`src/rtl/boot_pkg.sv`:
```
// Shared definitions for the boot loader.
// Holds the loader FSM state type and the frame layout constants.
// Used by boot_loader and boot_word_asm through import boot_pkg::*.
package boot_pkg;

    // Header: LEN[7:0], LEN[15:8], BASE[7:0], BASE[15:8]
    localparam int unsigned HDR_BYTES  = 4;
    // Little-endian data bytes per memory word
    localparam int unsigned WORD_BYTES = 4;

    typedef enum logic [2:0] {
        StHLen0,
        StHLen1,
        StHBase0,
        StHBase1,
        StData,
        StCsum,
        StDone,
        StErr
    } boot_state_e;

endpackage

```
`src/rtl/boot_word_asm.sv`:
```
// Assembles a stream of bytes into little-endian 32-bit words.
// A byte-lane counter tracks the position inside the current word. Lower lanes are held
// in a shift register. When the last lane arrives, the full word is registered and
// word_valid pulses for one cycle.
// Ports:
//   clk        in   system clock
//   rst        in   asynchronous active-high reset
//   clr        in   frame start: drop any partial word, restart at lane 0
//   byte_valid in   accept byte_data this cycle
//   byte_data  in   stream byte
//   last_lane  out  the next accepted byte completes a word
//   word_valid out  one-cycle strobe, word holds the completed word
//   word       out  {byte3, byte2, byte1, byte0}
module boot_word_asm
    import boot_pkg::*;
(
    input  logic        clk,
    input  logic        rst,
    input  logic        clr,
    input  logic        byte_valid,
    input  logic [7:0]  byte_data,
    output logic        last_lane,
    output logic        word_valid,
    output logic [31:0] word
);

    localparam int unsigned LaneW = $clog2(WORD_BYTES);

    logic [LaneW-1:0] lane_q, lane_d;
    logic [23:0]      sr_q, sr_d;
    logic [31:0]      word_q, word_d;
    logic             valid_q, valid_d;

    assign last_lane  = (lane_q == LaneW'(WORD_BYTES - 1));
    assign word_valid = valid_q;
    assign word       = word_q;

    always_comb begin
        lane_d  = lane_q;
        sr_d    = sr_q;
        word_d  = word_q;
        valid_d = 1'b0;
        if (clr) begin
            lane_d = '0;
            sr_d   = '0;
        end else if (byte_valid) begin
            // Newest byte enters at the top; byte0 ends up in bits [7:0]
            sr_d   = {byte_data, sr_q[23:8]};
            lane_d = lane_q + 1'b1;
            if (last_lane) begin
                valid_d = 1'b1;
                word_d  = {byte_data, sr_q};
            end
        end
    end

    always_ff @(posedge clk or posedge rst) begin
        if (rst) begin
            lane_q  <= '0;
            sr_q    <= '0;
            word_q  <= '0;
            valid_q <= 1'b0;
        end else begin
            lane_q  <= lane_d;
            sr_q    <= sr_d;
            word_q  <= word_d;
            valid_q <= valid_d;
        end
    end

endmodule

```
`src/rtl/boot_loader.sv`:
```
// Byte-stream boot loader: parses a LEN/BASE framed program image and writes each
// little-endian 32-bit word to instruction and data memory together. The CPU is held
// in reset until the image has fully landed.
// Optional trailing XOR checksum is compiled in with `define BOOT_LOADER_CSUM_EN;
// without it there is no CSUM state and boot_err is tied low.
// Ports:
//   clk        in   system clock
//   rst        in   asynchronous active-high reset
//   in_valid   in   byte available on in_data
//   in_data    in   stream byte
//   in_ready   out  byte accepted when in_valid && in_ready
//   restart    in   one-cycle pulse, re-arms from DONE/ERR
//   mem_we     out  one-cycle word write strobe
//   mem_addr   out  word address of the write
//   mem_wdata  out  write word
//   cpu_rst    out  CPU reset, released one cycle after DONE
//   boot_done  out  sticky load-complete flag
//   boot_err   out  sticky checksum-mismatch flag
module boot_loader
    import boot_pkg::*;
#(
    parameter int unsigned ADDR_W = 14,
    parameter int unsigned LEN_W  = 16
) (
    input  logic              clk,
    input  logic              rst,
    input  logic              in_valid,
    input  logic [7:0]        in_data,
    output logic              in_ready,
    input  logic              restart,
    output logic              mem_we,
    output logic [ADDR_W-1:0] mem_addr,
    output logic [31:0]       mem_wdata,
    output logic              cpu_rst,
    output logic              boot_done,
    output logic              boot_err
);

    boot_state_e       state_q, state_d;
    logic [LEN_W-1:0]  len_q, len_d;
    logic [ADDR_W-1:0] base_q, base_d;
    logic [LEN_W-1:0]  word_idx_q, word_idx_d;
    logic [ADDR_W-1:0] mem_addr_q, mem_addr_d;
    logic              cpu_rst_q, cpu_rst_d;
    logic              boot_done_q, boot_done_d;

    logic accept;
    logic data_acc;
    logic frame_start;
    logic last_lane;
    logic word_end;
    logic last_word;
    logic in_final;

    assign in_ready    = (state_q != StDone) && (state_q != StErr);
    assign accept      = in_valid && in_ready;
    assign data_acc    = accept && (state_q == StData);
    assign frame_start = accept && (state_q == StHBase1);
    assign word_end    = data_acc && last_lane;
    assign last_word   = ((word_idx_q + 1'b1) == len_q);
    assign in_final    = (state_q == StDone) && !restart;

    boot_word_asm u_word_asm (
        .clk        (clk),
        .rst        (rst),
        .clr        (frame_start),
        .byte_valid (data_acc),
        .byte_data  (in_data),
        .last_lane  (last_lane),
        .word_valid (mem_we),
        .word       (mem_wdata)
    );

`ifdef BOOT_LOADER_CSUM_EN
    logic [7:0] csum_q, csum_d;
    logic       boot_err_q, boot_err_d;
    logic       csum_ok;

    assign csum_ok  = (in_data == csum_q);
    assign boot_err = boot_err_q;

    always_comb begin
        csum_d = csum_q;
        if (frame_start) begin
            csum_d = '0;
        end else if (data_acc) begin
            csum_d = csum_q ^ in_data;
        end
        boot_err_d = (state_q == StErr) && !restart;
    end

    always_ff @(posedge clk or posedge rst) begin
        if (rst) begin
            csum_q     <= '0;
            boot_err_q <= 1'b0;
        end else begin
            csum_q     <= csum_d;
            boot_err_q <= boot_err_d;
        end
    end
`else
    assign boot_err = 1'b0;
`endif

    // Next state
    always_comb begin
        state_d = state_q;
        case (state_q)
            StHLen0:  if (accept) state_d = StHLen1;
            StHLen1:  if (accept) state_d = StHBase0;
            StHBase0: if (accept) state_d = StHBase1;
            StHBase1: begin
                if (accept) begin
                    if (len_q != '0) begin
                        state_d = StData;
                    end else begin
`ifdef BOOT_LOADER_CSUM_EN
                        state_d = StCsum;
`else
                        state_d = StDone;
`endif
                    end
                end
            end
            StData: begin
                if (word_end && last_word) begin
`ifdef BOOT_LOADER_CSUM_EN
                    state_d = StCsum;
`else
                    state_d = StDone;
`endif
                end
            end
            StCsum: begin
`ifdef BOOT_LOADER_CSUM_EN
                if (accept) state_d = csum_ok ? StDone : StErr;
`else
                state_d = StHLen0;
`endif
            end
            StDone:   if (restart) state_d = StHLen0;
            StErr:    if (restart) state_d = StHLen0;
            default:  state_d = StHLen0;
        endcase
    end

    // Header capture, word counter, write address and status outputs
    always_comb begin
        len_d      = len_q;
        base_d     = base_q;
        word_idx_d = word_idx_q;
        mem_addr_d = mem_addr_q;

        if (accept) begin
            case (state_q)
                StHLen0:  len_d  = LEN_W'(in_data);
                StHLen1:  len_d  = LEN_W'({in_data, len_q[7:0]});
                StHBase0: base_d = ADDR_W'(in_data);
                StHBase1: base_d = ADDR_W'({in_data, base_q[7:0]});
                default:  ;
            endcase
        end

        if (frame_start) begin
            word_idx_d = '0;
        end else if (word_end) begin
            word_idx_d = word_idx_q + 1'b1;
            // Address wraps naturally at ADDR_W bits
            mem_addr_d = base_q + ADDR_W'(word_idx_q);
        end

        // Registered from DONE so the final write always lands before the CPU runs
        cpu_rst_d   = !in_final;
        boot_done_d = in_final;
    end

    always_ff @(posedge clk or posedge rst) begin
        if (rst) begin
            state_q     <= StHLen0;
            len_q       <= '0;
            base_q      <= '0;
            word_idx_q  <= '0;
            mem_addr_q  <= '0;
            cpu_rst_q   <= 1'b1;
            boot_done_q <= 1'b0;
        end else begin
            state_q     <= state_d;
            len_q       <= len_d;
            base_q      <= base_d;
            word_idx_q  <= word_idx_d;
            mem_addr_q  <= mem_addr_d;
            cpu_rst_q   <= cpu_rst_d;
            boot_done_q <= boot_done_d;
        end
    end

    assign mem_addr  = mem_addr_q;
    assign cpu_rst   = cpu_rst_q;
    assign boot_done = boot_done_q;

endmodule

```
`config.mk`:
```
export PLATFORM = sky130hd
export DESIGN_NAME = boot_loader
export DESIGN_NICKNAME = d
export VERILOG_FILES = /design/src/rtl/boot_pkg.sv /design/src/rtl/boot_word_asm.sv /design/src/rtl/boot_loader.sv
export SDC_FILE = /design/constraint.sdc
export NUM_CORES = 1
export LEC_CHECK = 0
export BUFFER_PORTS_ARGS = -buffer_cell sky130_fd_sc_hd__buf_2
export CORE_AREA = 5 5 148 150
export DETAILED_ROUTE_END_ITERATION = 10
export DIE_AREA = 0 0 153 155
export MAX_ROUTING_LAYER = met4
export PLACE_DENSITY_LB_ADDON = 0.15
export SLEW_MARGIN = 20
export SYNTH_ARGS = -nofsm -noshare
export SYNTH_HDL_FRONTEND = slang
export SYNTH_SLANG_ARGS = --single-unit
```
`constraint.sdc`:
```
create_clock -name clk -period 4.58 [get_ports clk]
set_input_delay 0.687 -clock clk [delete_from_list [all_inputs] [get_ports clk]]
set_output_delay 0.687 -clock clk [all_outputs]
set_load 0.05 [all_outputs]
```
==> summary.md <==
| Metric | Value |
|---|---|
| Antenna violations before repair | `0` |
| Vias in the first global route | `4599` |
| Layout cells sized above 1 | `approximately a fifth` |
| ANT nets after route | `0` |
| Area occupied by registers | `0.00310 sq mm` |
| Global-route wire length before repair | `around 25 mm` |
| Worst Clk Skew | `around 0.0094 ns` |
| Avg WL per Cell | `about 16 um` |
| Critical path type | `flop to flop` |
| DP Area | `0.00652 sq mm` |
| Die width | `between 150 and 200 um` |
| Number of synthesized flops with an enable pin | `0` |
| Area Growth Syn to Fin | `18.1%` |
| CORE AREA | `about 0.021 sq mm` |
| Clk pwr share | `between 30 and 40%` |
| Peak supply drop | `248 uV` |
| Ys Warns | `0` |
| Seq cells post-synth | `124` |
| Unrepaired setup endpoints after global routing | `false` |
| Syn nets | `641` |
| Seq/Total Area, Yosys | `about half` |
| Total I/O pin count | `between 60 and 70` |
| Syn Std Cell Area | `0.00603 sq mm` |
| Final cell area excluding filler cells | `0.00712 sq mm` |
| CP endpoint kind | `flop` |
| Int Power | `~2.4 mW` |
| Final setup fails | `0` |
| Status | `finished clean` |
| Syn Area/Cell | `9.83 sq um` |
| Top cell type's share of synthesized area | `between 50% and 60%` |
| # resized after CTS | `0` |
| Part of the power in registers | `slightly above 40%` |
| Initial Util | `~30%` |
| Fill cell count | `2105` |
| Die area | `roughly 0.024 sq mm` |
| Die Span Y | `about 160 um` |
| Reg2Reg Depth | `8` |
| Comb power frac | `21.6%` |
| Finished Layout Cells | `roughly 950` |
| Distinct cell type count after synthesis | `about 70` |
| Period Utilization, post-route | `between 60 and 70%` |
| TritonCTS Buffers | `17` |
| Max cap viols | `0` |
| Final wirelength | `15.5 mm` |
| Slew headroom | `roughly 46%` |
| Data required time of the critical path | `just under 5 ns` |
| Post-synth top area cell | `dfrtp_1` |
| Fmax | `0.344 GHz` |
| Hold slack final | `0.335 ns` |
| Fin Setup TNS | `0 ns` |
| RePlAce Congestion | `~0.8` |
| Multi-input logic area | `roughly 0.0027 sq mm` |
| CP max FO | `just under 50` |
| DR vias | `about 4500` |
| Switching share of power | `~34%` |
| Clk sink count | `124` |
| Leakage | `around 3.4 nW` |
| CP startpoint kind | `flop` |
| Global route overflow | `0` |
| Min Tclk post-route | `a little under 3 ns` |
| Largest net degree at the start of global routing | `50` |
| DP Cell Count | `slightly above 900` |
| Post-Synthesis Cells | `around 610` |
| Actual slew at the worst max-slew pin | `0.802 ns` |
| Antenna diodes | `0` |
| CTS root buf | `clkbuf_16` |
| Worst-skew pair later-pin latency | `around 0.42 ns` |
| Final hold violations | `0` |
| Post-synthesis async set-or-reset flop share | `100%` |
| Residual DRC count | `0` |
| Total power draw | `approximately 3.6 mW` |
| Iteration-0 DRC Markers | `240` |
| Post-CTS Hold Buffers | `0` |
| Initial DRT Pass Iterations | `4` |
| CTS tree | `done` |
| Post-CTS Setup Inserts | `0` |
| Gr usage total | `13.8%` |
| HP Class | `primary input to async pin` |
| CTS clock-pin slew for the worst setup and hold paths | `~0.06 ns` |
| Row count | `53` |
| Final number of max-transition violations | `0` |
| NetSw | `around 1.2 mW` |
| Main synth FF type | `dfrtp_1` |
| Pwr per Cell Area | `roughly 510 mW/mm^2` |
| Clk buf depth | `2` |
| Port bufs | `61` |
| Dpl hpwl | `~11 mm` |
| Top cells by area, synth | `dfrtp_1 (51%), nand2_1 (9.7%), o21ai_0 (4.8%)` |
| NumNets Final | `692` |
| Arr. time, crit path | `3.25 ns` |
| CTS H-tree lvls | `4` |
| Drt via density | `around 4.8` |
-- cells in the mapped netlist, drive strengths merged, types with 2 or more instances --
| master | count |
|---|---|
| nand2 | 159 |
| dfrtp | 123 |
| o21ai | 61 |
| a22o | 24 |
| nor2 | 23 |
| xnor2 | 20 |
| clkbuf | 19 |
| buf | 16 |
| inv | 16 |
| ha | 15 |
| mux2 | 15 |
| xor2 | 12 |
| a21oi | 11 |
| nand3 | 10 |
| nor4 | 7 |
| nand4 | 6 |
| nor3 | 6 |
| a31oi | 5 |
| o21a | 5 |
| o31ai | 5 |
| and4 | 4 |
| nand2b | 4 |
| nor2b | 4 |
| a21o | 3 |
| a221oi | 3 |
| and2 | 3 |
| and3 | 3 |
| o22ai | 3 |
| or3 | 3 |
| a2111oi | 2 |
| a211oi | 2 |
| a31o | 2 |
-- kinds of logic (layout without fill, tap and decap cells) --
family,count (synthesis),after routing,synth area share [%]
XOR/XNOR,32,32,4.65
flip-flops,124,124,51.5
AO/OA/AOI/OAI,134,134,14.3
adder cells (fa/ha/maj),16,16,3.45
multiplexers,15,15,2.80
AND/OR/NAND/NOR,240,240,18.8
other,1,1,0.0622
buffers and inverters,51,115,4.38
-- layout by cell type (no fill, tap or decap), drive strengths merged, types with 5 or more instances in the layout --
cell    instances
a21oi          11
a22o           24
a31oi           5
buf            67
clkbuf         17
dfrtp         123
ha             15
inv            26
mux2           15
nand2         159
nand3          10
nand4           6
nor2           23
nor3            6
nor4            7
o21a            5
o21ai          61
o31ai           5
xnor2          20
xor2           12
-- layout make-up --
class                   instances  area share (%)
repair buffers                 67            4.92
clock inverters                15            2.41
flip-flops and latches        124            43.6
clock buffers                  17            5.98
multi-input cells             438            37.4
well taps                     275            4.83
inverters                      16           0.879
-- layer usage --
metal	track usage, %	up-vias	routed length [um]
met5	-	-	0
met4	4.07	0	276
met3	3.42	19	563
met2	21.7	90	7210
met1	17.8	2202	7500
li1	-	2228	-
-- metrics by stage --
step	setup slack [ns]	util (%)
after floorplan	0.595	-
after global placement	1.47	31.7
after detailed placement	1.43	31.7
after CTS	1.67	34.6
after global routing	1.27	34.6
final	1.68	34.6
-- state kept, by name (all words and copies together), names as in the netlist --
name and flops:
base_q 14, boot_done 1, cpu_rst 1, len_q 16, mem_addr 14, state_q 3, u_word_asm.lane_q 2, u_word_asm.sr_q 24
u_word_asm.word 32, u_word_asm.word_valid 1, word_idx_q 16
-- worst max-delay path, stage by stage (launching register included) --
cell       delay, ns
dfrtp_1         0.49
and4bb_1        0.30
buf_4           0.29
nand2_2         0.39
buf_4           0.43
nor4_1          0.24
nand4_1         0.13
a2111oi_0       0.35
a31o_1          0.20
-- power groups by stage --
stage | Clock (mW) | Sequential, mW | Combinational (mW)
6_report | 1.37 | 1.49 | 0.786
5_1_grt | 1.44 | 1.52 | 0.884
4_1_cts | 1.39 | 1.49 | 0.796
3_5_place_dp | 0 | 1.51 | 0.790
3_3_place_gp | 0 | 1.50 | 0.778
2_1_floorplan | 0 | 1.48 | 0.592
-- final timing paths --
path	start	end	slack, ns
max	state_q[1]	state_q[1]	1.68
min	rst	u_word_asm.word[28]	0.33
max reg2reg	state_q[1]	state_q[1]	1.68
min reg2reg	u_word_asm.word[11]	u_word_asm.word[11]	0.47
max in group asynchronous	rst	base_q[12]	3.25
min in group clk	u_word_asm.word[11]	u_word_asm.word[11]	0.47
No activity file was read; power rests on OpenSTA's default activity.
